## src/rtl/seq_pkg.sv

```systemverilog
// Shared definitions for the control sequencer: control-word bit map, opcodes
// and the microword carried from the microcode ROM to the sequencer.
package seq_pkg;

   localparam int CTRL_W = 16;

   // Control word bit positions, hlt in the MSB down to fi in the LSB.
   localparam int HLT_B  = 15;
   localparam int MI_B   = 14;
   localparam int RI_B   = 13;
   localparam int RO_B   = 12;
   localparam int IO_B   = 11;
   localparam int II_B   = 10;
   localparam int AI_B   = 9;
   localparam int AO_B   = 8;
   localparam int SUMO_B = 7;
   localparam int SUB_B  = 6;
   localparam int BI_B   = 5;
   localparam int OI_B   = 4;
   localparam int CE_B   = 3;
   localparam int CO_B   = 2;
   localparam int J_B    = 1;
   localparam int FI_B   = 0;

   typedef enum logic [3:0] {
      OP_NOP = 4'b0000,
      OP_LDA = 4'b0001,
      OP_ADD = 4'b0010,
      OP_SUB = 4'b0011,
      OP_STA = 4'b0100,
      OP_LDI = 4'b0101,
      OP_JMP = 4'b0110,
      OP_JC  = 4'b0111,
      OP_JZ  = 4'b1000,
      OP_OUT = 4'b1110,
      OP_HLT = 4'b1111
   } opcode_e;

   typedef struct packed {
      logic [CTRL_W-1:0] ctrl;
      logic              last;
   } microword_t;

   function automatic logic [CTRL_W-1:0] cbit(input int unsigned idx);
      return CTRL_W'(1) << idx;
   endfunction

endpackage

```

## src/rtl/control_rom.sv

```systemverilog
// Combinational microcode table: (opcode, step, flags) -> microword.
// Conditional jumps and the fi strobe exist only when COND_JUMP_EN is defined.
module control_rom
   import seq_pkg::*;
#(
   parameter int STEP_W = 3
) (
   input  logic [3:0]        opcode_i,
   input  logic [STEP_W-1:0] step_i,
   input  logic              flag_c_i,
   input  logic              flag_z_i,
   output microword_t        uword_o
);

   localparam logic [STEP_W-1:0] T0 = STEP_W'(0);
   localparam logic [STEP_W-1:0] T1 = STEP_W'(1);
   localparam logic [STEP_W-1:0] T2 = STEP_W'(2);
   localparam logic [STEP_W-1:0] T3 = STEP_W'(3);
   localparam logic [STEP_W-1:0] T4 = STEP_W'(4);

`ifdef COND_JUMP_EN
   localparam logic [CTRL_W-1:0] FI_MASK = cbit(FI_B);
`else
   localparam logic [CTRL_W-1:0] FI_MASK = '0;
   logic unused_flags;
   assign unused_flags = flag_c_i ^ flag_z_i;
`endif

   always_comb begin
      // NOTE: every output gets a default first so no path can infer a latch.
      uword_o = '0;
      if (step_i == T0) begin
         uword_o.ctrl = cbit(MI_B) | cbit(CO_B);
      end else if (step_i == T1) begin
         uword_o.ctrl = cbit(RO_B) | cbit(II_B) | cbit(CE_B);
      end else begin
         // Execute steps end the instruction unless a row below says otherwise;
         // this also retires anything landing on an unused step.
         uword_o.last = 1'b1;
         case (opcode_i)
            OP_LDA: begin
               if (step_i == T2) begin
                  uword_o.ctrl = cbit(IO_B) | cbit(MI_B);
                  uword_o.last = 1'b0;
               end else if (step_i == T3) begin
                  uword_o.ctrl = cbit(RO_B) | cbit(AI_B);
               end
            end
            OP_ADD, OP_SUB: begin
               if (step_i == T2) begin
                  uword_o.ctrl = cbit(IO_B) | cbit(MI_B);
                  uword_o.last = 1'b0;
               end else if (step_i == T3) begin
                  uword_o.ctrl = cbit(RO_B) | cbit(BI_B);
                  uword_o.last = 1'b0;
               end else if (step_i == T4) begin
                  uword_o.ctrl = cbit(SUMO_B) | cbit(AI_B) | FI_MASK
                               | ((opcode_i == OP_SUB) ? cbit(SUB_B) : '0);
               end
            end
            OP_STA: begin
               if (step_i == T2) begin
                  uword_o.ctrl = cbit(IO_B) | cbit(MI_B);
                  uword_o.last = 1'b0;
               end else if (step_i == T3) begin
                  uword_o.ctrl = cbit(AO_B) | cbit(RI_B);
               end
            end
            OP_LDI: if (step_i == T2) uword_o.ctrl = cbit(IO_B) | cbit(AI_B);
            OP_JMP: if (step_i == T2) uword_o.ctrl = cbit(IO_B) | cbit(J_B);
`ifdef COND_JUMP_EN
            OP_JC:  if (step_i == T2 && flag_c_i) uword_o.ctrl = cbit(IO_B) | cbit(J_B);
            OP_JZ:  if (step_i == T2 && flag_z_i) uword_o.ctrl = cbit(IO_B) | cbit(J_B);
`endif
            OP_OUT: if (step_i == T2) uword_o.ctrl = cbit(AO_B) | cbit(OI_B);
            OP_HLT: begin
               // The sequencer latches halt from this word, so it is not a last step.
               if (step_i == T2) begin
                  uword_o.ctrl = cbit(HLT_B);
                  uword_o.last = 1'b0;
               end
            end
            default: ;
         endcase
      end
   end

endmodule

```

## src/rtl/control_sequencer.sv

```systemverilog
// Microstep sequencer: owns the step counter and halt latch and decodes the
// control word. Optional conditional jumps are enabled by defining COND_JUMP_EN.
module control_sequencer
   import seq_pkg::*;
#(
   parameter int INSN_W    = 8,
   parameter int STEP_W    = 3,
   parameter int MAX_STEPS = 6
) (
   input  logic              clk,
   input  logic              rst,
   input  logic [INSN_W-1:0] insn,
   input  logic              prog_mode,
   input  logic              flag_c,
   input  logic              flag_z,
   output logic [CTRL_W-1:0] ctrl,
   output logic [STEP_W-1:0] step
);

   logic [STEP_W-1:0] step_q, step_d;
   logic              halted_q, halted_d;
   microword_t        uword;

   logic unused_insn;
   assign unused_insn = ^insn[INSN_W-5:0];

   control_rom #(
      .STEP_W (STEP_W)
   ) u_rom (
      .opcode_i (insn[INSN_W-1 -: 4]),
      .step_i   (step_q),
      .flag_c_i (flag_c),
      .flag_z_i (flag_z),
      .uword_o  (uword)
   );

   always_comb begin
      step_d   = step_q;
      halted_d = halted_q;
      if (prog_mode) begin
         step_d = '0;
      end else if (!halted_q) begin
         if (uword.ctrl[HLT_B]) begin
            halted_d = 1'b1;
         end else if (uword.last || step_q == STEP_W'(MAX_STEPS-1)) begin
            step_d = '0;
         end else begin
            step_d = step_q + 1'b1;
         end
      end
   end

   // NOTE: sequential state uses non-blocking assignments only, so every
   // register samples the pre-edge value of the others.
   always_ff @(posedge clk) begin
      if (!rst) begin
         step_q   <= '0;
         halted_q <= 1'b0;
      end else begin
         step_q   <= step_d;
         halted_q <= halted_d;
      end
   end

   always_comb begin
      if (!rst) begin
         ctrl = '0;
      end else if (prog_mode || halted_q) begin
         ctrl = cbit(HLT_B);
      end else begin
         ctrl = uword.ctrl;
      end
   end

   assign step = step_q;

endmodule

```

## config.mk

```make
export PLATFORM = sky130hd
export DESIGN_NAME = control_sequencer
export DESIGN_NICKNAME = d
export VERILOG_FILES = /design/src/rtl/seq_pkg.sv /design/src/rtl/control_rom.sv /design/src/rtl/control_sequencer.sv
export SDC_FILE = /design/constraint.sdc
export NUM_CORES = 1
export LEC_CHECK = 0
export ABC_AREA = 1
export CORE_MARGIN = 4
export CORE_UTILIZATION = 41
export DETAILED_ROUTE_END_ITERATION = 10
export PLACE_DENSITY = 0.88
export SLEW_MARGIN = 10
export SYNTH_ARGS = -nofsm -noshare
export SYNTH_HDL_FRONTEND = slang
export SYNTH_SLANG_ARGS = --single-unit
```

## constraint.sdc

```tcl
create_clock -name clk -period 4.3 [get_ports clk]
set_clock_uncertainty 0.2 [all_clocks]
set_input_delay 0.43 -clock clk [delete_from_list [all_inputs] [get_ports clk]]
set_output_delay 0.43 -clock clk [all_outputs]
set_load 0.1 [all_outputs]
```

* Yosys cells after proc, flatten, opt, wreduce, memory -nomap -nowiden *
Index checks and enable logic that the tools add are counted.

cells by class
  $add $sub $neg = 1
  equality and inequality tests = 13
  mux-type cells = 25
  bitwise operators = 3
  reductions and logical operators = 7

operators with widths
  operator                                             count
  2-to-1 mux 16 bit                                    8
  case mux 16 bit (7 select lines)                     1
  2-to-1 mux 17 bit                                    2
  2-to-1 mux 12 bit                                    2
  2-to-1 mux 14 bit                                    1
  2-to-1 mux 13 bit                                    1
  equality test 4 x 3 -> 1 bit, second input constant  3
  2-to-1 mux 9 bit                                     1
  equality test 4 x 2 -> 1 bit, second input constant  2
  equality test 4 bit, second input constant           2
  2-to-1 mux 7 bit                                     1
  equality test 3 x 2 -> 1 bit, second input constant  2
  equality test 3 bit, second input constant           2
  2-to-1 mux 1 bit                                     6
  OR reduction 2 bit                                   3
  equality test 4 x 1 -> 1 bit, second input constant  1
  adder 3 x 1 -> 3 bit, second input constant          1
  equality test 3 x 1 -> 1 bit, second input constant  1
  logical NOT 3 bit                                    1
  2-to-1 mux 3 bit                                     1
  NOT 1 bit                                            3
  case mux 1 bit (3 select lines)                      1
  logical OR 1 bit                                     2
  AND reduction 2 bit                                  1

storage, ports and cells
  register bits after elaboration = 4
  output and inout bits = 19
  logic and storage cells = 51

* Longest topological paths before layout *
Gate-level depths: netlist of the first run.

  depth after elaboration = 10
  depth in mapped cells = 10
  gate-level depth less buffers = 10

* Hierarchy *
From an unflattened synthesis of the first run, not the netlist that was laid out.

unflattened totals
  cells, all modules = 124
  area, all modules = 628.1 um2

by module, submodules not included
  module             times used  cells an instance  area an instance (um2)
  control_sequencer  1           68                 370.4
  control_rom        1           56                 257.7

* Worst setup path before layout of the first run *
No wires, ideal clock.

  path type = reg-to-output
  start point = register step_q[0], in the netlist step[0]
  end point = output ctrl[10]
  arrival time = 4.165 ns
  data required time = 3.670 ns
  slack = -0.495 ns
  cell stages (with the launch flop) = 7
  path buffers = 1
  cells stage by stage = dfxtp_1 ha_1 inv_2 nor2_1 inv_1 nor3_1 buf_4

on the way
  word-level cells in the longest chain between the ends = 8
  elaborated cells between the ends (all ways) = 13
  classes of those cells = eq/ne: 3; mux: 9; reduce/logical: 1

RTL lines
  what                              line                     RTL
  start: declaration                control_sequencer.sv:20  logic [STEP_W-1:0] step_q, step_d;
  start signal: assignment          control_sequencer.sv:60  step_q <= step_d;
  equality test 3 x 2 -> 1 bit      control_rom.sv:53        end else if (step_i == T3) begin
  2-to-1 mux 16 bit                 control_rom.sv:53
  2-to-1 mux 17 bit                 control_rom.sv:50        if (step_i == T2) begin
  case mux 16 bit (7 select lines)  control_rom.sv:40        case (opcode_i)
  2-to-1 mux 16 bit                 control_rom.sv:34        end else if (step_i == T1) begin
  2-to-1 mux 16 bit (*)             control_rom.sv:32        if (step_i == T0) begin
  2-to-1 mux 16 bit (*)             control_sequencer.sv:68  end else if (prog_mode || halted_q) begin
  2-to-1 mux 16 bit (*)             control_sequencer.sv:66  if (!rst) begin
  end: declaration                  control_sequencer.sv:16  output logic [CTRL_W-1:0] ctrl,

Mark *: on every way between the ends. The rest lies on a longest branch, timed or not.

* Worst setup path after layout of the first run *
  start point = input insn[6]
  end point = output ctrl[8]

on the way
  word-level cells in the longest chain between the ends = 7
  elaborated cells between the ends (all ways) = 14
  classes of those cells = eq/ne: 8; mux: 5; reduce/logical: 1

RTL lines
  what                                  line                     RTL
  start: declaration                    control_sequencer.sv:12  input logic [INSN_W-1:0] insn,
  equality test 4 x 2 -> 1 bit          control_rom.sv:40
  OR reduction 2 bit                    control_rom.sv:40
  case mux 16 bit (7 select lines) (*)  control_rom.sv:40
  2-to-1 mux 16 bit (*)                 control_rom.sv:34
  2-to-1 mux 16 bit (*)                 control_rom.sv:32
  2-to-1 mux 16 bit (*)                 control_sequencer.sv:68
  2-to-1 mux 16 bit (*)                 control_sequencer.sv:66

Marked as above.

==> results of run 1 <==
-- power by group --
group | internal (mW) | leakage [nW] | total, mW | switching (mW)
registers | 0.0385 | 0.0325 | 0.0397 | 0.00127
logic | 0.0187 | 0.394 | 0.0703 | 0.0516
clock network | 0.0313 | 0.0138 | 0.0477 | 0.0164
-- area by class of cell --
type | count | area share, %
tap | 15 | 2.23
multi-input combinational | 75 | 50.3
sequential | 4 | 9.52
clock buffer | 3 | 2.68
timing repair buffer | 24 | 24.1
inverter | 25 | 11.2
-- worst paths after layout --
check	startpoint	end	slack [ns]	cells past startpoint
max	insn[6]	ctrl[8]	1.65	10
min	halted_q	halted_q	0.28	2
min reg2reg	halted_q	halted_q	0.28	2
max reg2reg	step[0]	step[1]	2.49	10
-- flip-flops by register name (all words and copies together) (netlist names) --
signal	count
halted_q	1
step	3
-- worst max-delay path, cell delays in order --
cell	delay, ns
clkdlybuf4s50_1	0.53
inv_1	0.07
nor2_2	0.13
nand3_2	0.11
inv_2	0.08
nor3_2	0.05
nand4_1	0.08
nand2_2	0.10
a21oi_1	0.13
buf_4	0.31
-- cell families (layout without fill, tap and decap cells) --
group,Yosys count,in the layout,synth area share [%]
AOI/OAI and AO/OA,11,11,9.77
adders and majority gates,5,5,10.4
buffers and inverters,27,52,18.1
DFF,4,4,13.3
other,1,1,0.623
and+or+nand+nor,58,58,47.8
-- cells in the mapped netlist --
master | count | area share (%)
nor2_2 | 4 | 4.2
inv_2 | 11 | 6.9
buf_4 | 2 | 2.5
o21ai_0 | 1 | 0.83
a31o_1 | 1 | 1.5
nand4_1 | 3 | 3.1
ha_1 | 5 | 10
nor3_1 | 2 | 1.7
nor3_2 | 2 | 3.3
conb_1 | 1 | 0.62
dfxtp_1 | 4 | 13
nand3_1 | 7 | 5.8
o21ai_1 | 2 | 1.7
nor4_2 | 1 | 2.1
a21oi_1 | 7 | 5.8
inv_1 | 14 | 8.7
nand3_2 | 2 | 3.3
nand2_2 | 3 | 3.1
nand2_1 | 18 | 11
nor2_1 | 16 | 10
-- placed cells by master, fill, tap and decap left out --
master | netlist | layout
nand2_1 | 18 | 18
nor2_1 | 16 | 16
buf_4 | 2 | 15
inv_1 | 14 | 14
inv_2 | 11 | 11
clkdlybuf4s50_1 | 0 | 9
nand3_1 | 7 | 7
a21oi_1 | 7 | 7
ha_1 | 5 | 5
nor2_2 | 4 | 4
nor3_2 | 2 | 4
dfxtp_1 | 4 | 4
nand2_2 | 3 | 3
nand4_1 | 3 | 3
clkbuf_4 | 0 | 3
nand3_2 | 2 | 2
o21ai_1 | 2 | 2
a31o_1 | 1 | 1
nor4_2 | 1 | 1
o21ai_0 | 1 | 1
conb_1 | 1 | 1
-- routing by layer --
metal	routed length, um	part of all wire, %	global-route usage (%)	vias up
met5	0	0	0	-
met4	14	1.0	8.52	0
met3	88	6.3	1.17	2
met2	707	51	25.5	20
met1	586	42	15.8	290
li1	-	-	-	381
-- through the flow --
step           cells  utilization [%]
4_1_cts          146             63.0
3_3_place_gp     143             61.4
6_report         146             63.0
3_5_place_dp     143             61.4
2_1_floorplan    106                -
5_1_grt          146             63.0
==> flow_summary.toml, run 1 <==
[clocking]
cts_resized = 0
clk-insertion-delay-late_ns = 0.24
cts_max_level = 1
cts_post_setup_buffers_inserted = 0
numCtsBuffers = 3
clk_path_buf_depth = 2
clock_sinks = 4
ctsHoldBuffers = 0
clock-root-buffer = "clkbuf_4"
clk_pin_slew_worst_paths_ns = 0.04
cts_tree = "built"

[die]
io_pins = 32
start_util_pct = 45.1
fp.coreArea_mm2 = 0.00133
die_y_um = 46.3
dieWidth_um = 46.3
row_count = 13
die_area_mm2 = 0.00214

[worst_setup_path]
cp-end-kind = "output port"
required_ns = 3.67
cp_max_fo = 6
crit_type = "input port to output port"
start_kind = "input port"
critPathArrivalTime_ns = 2.02

[logic_synthesis]
synthDistinctLibCells = 20
yosys_warnings = 0
synthCells = 106
synth-seq-cells = 4
synth_area_per_cell_um2 = 5.68
syn_area_um2 = 602
syn-num-nets = 124
ys_seq_area_share_pct = 13.3

[sta]
hold_viol = 0
setup_viol = 0
worst_slack_ns = 1.65
finalCriticalPeriod_ns = 2.65
holdWs_ns = 0.281
clock.fmax_mhz = 377
setup_tns_ns = 0
slew_headroom_pct = 35.4
final_max_slew_viol_count = 0
worst_pin_slew_ns = 0.967
rsz0062_at_grt = "no"
period_share_pct = 61.7

[run]
maxCapViolations = 0

[layout]
seq_area_um2 = 80.1
design_area_um2 = 841
layout-drive-gt1-share_pct = 32.8
syn2layout_area_growth_pct = 39.7
multi_input_area_um2 = 423
num_antenna_cells = 0
fill_cells = 134
layout.nets = 151

[routing]
via_per_inst = 4.75
wl_per_cell_um = 9.56
drt-total-wl_um = 1400
vias = 693
first_pass_iters = 2
ant_nets = 0
drt-initial-drc-count = 3
drc_errors = 0

[power]
power_density_mw_per_mm2 = 188
vdd_ir_drop_max_uv = 169
power_mw = 0.158
p_leak_nw = 0.440

[global_routing]
grt_antenna_before_repair = 0
grt_max_degree = 7
grt_pass1_wl_um = 2210
grt_pass1_vias = 595
gr-usage-all-layers_pct = 14.2
grt-ovfl-total = 0

[placed_design]
gp_congestion = 0.842
post-dp-hpwl_um = 1230
post-place-ws_ns = 1.65
io_buffers = 24
place_area_um2 = 818

[worst_hold_path]
hold_class = "register to register"

[outcome]
status = "finished clean"
(Power assumes the default switching activity.)
==> run 2: changes to the inputs <==
--- a/config.mk
+++ b/config.mk
@@ -7,9 +7,9 @@
 export LEC_CHECK = 0
 export ABC_AREA = 1
 export CORE_MARGIN = 4
-export CORE_UTILIZATION = 41
+export CORE_UTILIZATION = 34
 export DETAILED_ROUTE_END_ITERATION = 10
-export PLACE_DENSITY = 0.88
+export PLACE_DENSITY = 0.79
 export SLEW_MARGIN = 10
 export SYNTH_ARGS = -nofsm -noshare
 export SYNTH_HDL_FRONTEND = slang
==> constraint.sdc (replaced) <==
create_clock -name clk -period 2.4 [get_ports clk]
set_clock_uncertainty 0.2 [all_clocks]
set_input_delay 0.24 -clock clk [delete_from_list [all_inputs] [get_ports clk]]
set_output_delay 0.24 -clock clk [all_outputs]
set_load 0.1 [all_outputs]
==> run 2 against run 1 <==
Setup slack got worse by 1.6 ns. Register-to-register slack worse by 1.8 ns. Global-route usage shrank 0.22 points. Combinational power is 130% higher. Largest cell class unchanged. Largest power group unchanged. Highest routed layer unchanged.
==> flow_summary.toml, run 2 (synthesized netlist as in run 1, its figures left out) <==
[outcome]
status = "finished clean"

[placed_design]
gp_congestion = 0.819
dp_cells = 154
io_buffers = 24
post-dp-hpwl_um = 1450
post-place-ws_ns = 0.0245

[global_routing]
use_met1_pct = 15.4
grtUsageMet3_pct = 1.20
grt.busiest_layer = "met2"
gr-usage-all-layers_pct = 14.0
grt-ovfl-total = 0
grt_antenna_before_repair = 0
grt_max_degree = 7
grtUsageMet2_pct = 27.0
grt_pass1_vias = 723
grt_pass1_wl_um = 2890

[sta]
holdWs_ns = 0.275
finalCriticalPeriod_ns = 2.32
clock.fmax_mhz = 431
hold_viol = 0
worst_slack_ns = 0.0807
rsz0062_at_grt = "yes"
final_max_slew_viol_count = 0
setup_viol = 0
period_share_pct = 96.6

[routing]
vias = 763
drt-total-wl_um = 1780
drc_errors = 0
first_pass_iters = 4
via_per_inst = 4.83
wl_per_cell_um = 11.3
drt-initial-drc-count = 16
ant_nets = 0

[clocking]
numCtsBuffers = 3
cts_max_level = 1
clk_path_buf_depth = 2
cts_resized = 0
ctsHoldBuffers = 0
clock_sinks = 4
clock-root-buffer = "clkbuf_4"
clk-insertion-delay-late_ns = 0.23
clk_pin_slew_worst_paths_ns = 0.04
cts_tree = "built"
cts_post_setup_buffers_inserted = 0

[worst_setup_path]
reg2reg_to = "step[2]"
crit_type = "register to output port"
r2r-start = "step[0]"
r2r_cells = 10
cpPeakStageDelay_ns = 0.38
r2r_slack_ns = 0.67
cp_max_fo = 6
path_cells = "inv_4 > ha_4 > inv_2 > nor2_2 > nor2_2 > nand2_1 > inv_2 > nand2_8 > nor3_4 > buf_12"
required_ns = 1.96
cp-end-kind = "output port"
start_kind = "register"
critPathSlowestCell = "dfxtp_4"
critPathArrivalTime_ns = 1.88

[worst_hold_path]
hold_class = "register to register"
holdCritStartpoint = "halted_q"
holdPathEnd = "halted_q"
worstHoldPathCells = 2

[layout]
stdcell_count = 158
syn2layout_area_growth_pct = 106
final_common_cell = "nand2_1"
fill_cells = 93
layout.nets = 153
layout_common_cells = "16 x nand2_1, 15 x buf_12, 12 x inv_2"
num_antenna_cells = 0
layout-drive-gt1-share_pct = 53.7
largest_register_ffs = 3

[power]
vdd_ir_drop_max_uv = 472
p_leak_nw = 0.559
power_mw = 0.323
power_density_mw_per_mm2 = 261

[die]
start_util_pct = 37.8
dieWidth_um = 50.1
row_count = 14
fp.coreArea_mm2 = 0.00159
die_y_um = 50.1
die_area_mm2 = 0.00251
io_pins = 32

[run]
maxCapViolations = 0
-- run 2: cell count changes in the layout (fill, tap and decap cells not counted), moves of 3 or more --
cell             before  now
buf_12                0   15
buf_4                15    5
nor2_1               16    7
clkdlybuf4s50_1       9    2
nor2_4                0    7
dlymetal6s2s_1        0    4
inv_1                14   10
dfxtp_1               4    1
dfxtp_4               0    3
ha_1                  5    2
nor3_2                4    1
nor3_4                0    3
-- run 2: how the worst max path moves through the flow --
| stage | cells past startpoint | slack, ns | endpoint | startpoint |
|---|---|---|---|---|
| detailed placement | 10 | 0.02 | ctrl[1] | insn[6] |
| global route | 10 | -0.04 | ctrl[1] | step[0] |
| CTS | 10 | 0.03 | ctrl[1] | insn[6] |
| global placement | 10 | 0.08 | ctrl[1] | insn[6] |
| floorplan | 9 | -0.19 | ctrl[1] | step[1] |
| finish | 10 | 0.08 | ctrl[1] | step[0] |
-- run 2: per-layer routing --
layer | share of wire, % | vias up
li1 | - | 385
met1 | 38 | 336
met2 | 53 | 36
met3 | 6.4 | 6
met4 | 2.3 | 0
met5 | 0 | -
-- run 2: stage by stage --
step                utilization [%]  area [um2]  setup TNS [ns]
CTS                            74.9        1190               0
detailed placement             73.2        1170               0
global placement               73.2        1170               0
floorplan                         -         762          -0.634
global route                   77.8        1240         -0.0444
finish                         77.8        1240               0
-- run 2: critical path: cells and delay by family, from the launching register on --
| kind | cells | cell delay, ns |
|---|---|---|
| flops | 1 | 0.38 |
| simple gates | 5 | 0.63 |
| buf+inv | 4 | 0.47 |
| fa+ha+maj | 1 | 0.17 |
-- run 2: layout make-up --
cell class | instances | area (um2) | share of cell area [%]
clock buffers | 4 | 26.3 | 2.12
repair buffers | 26 | 408 | 32.9
flip-flops and latches | 4 | 91.3 | 7.37
inverters | 25 | 103 | 8.27
multi-input cells | 75 | 582 | 46.9
well taps | 24 | 30.0 | 2.42
-- run 2: power by group --
part           switching [mW]  total, mW  internal (mW)
Sequential            0.00394     0.0711         0.0671
Combinational           0.113      0.164         0.0507
Clock                  0.0261     0.0884         0.0623
Total                   0.143      0.323          0.180
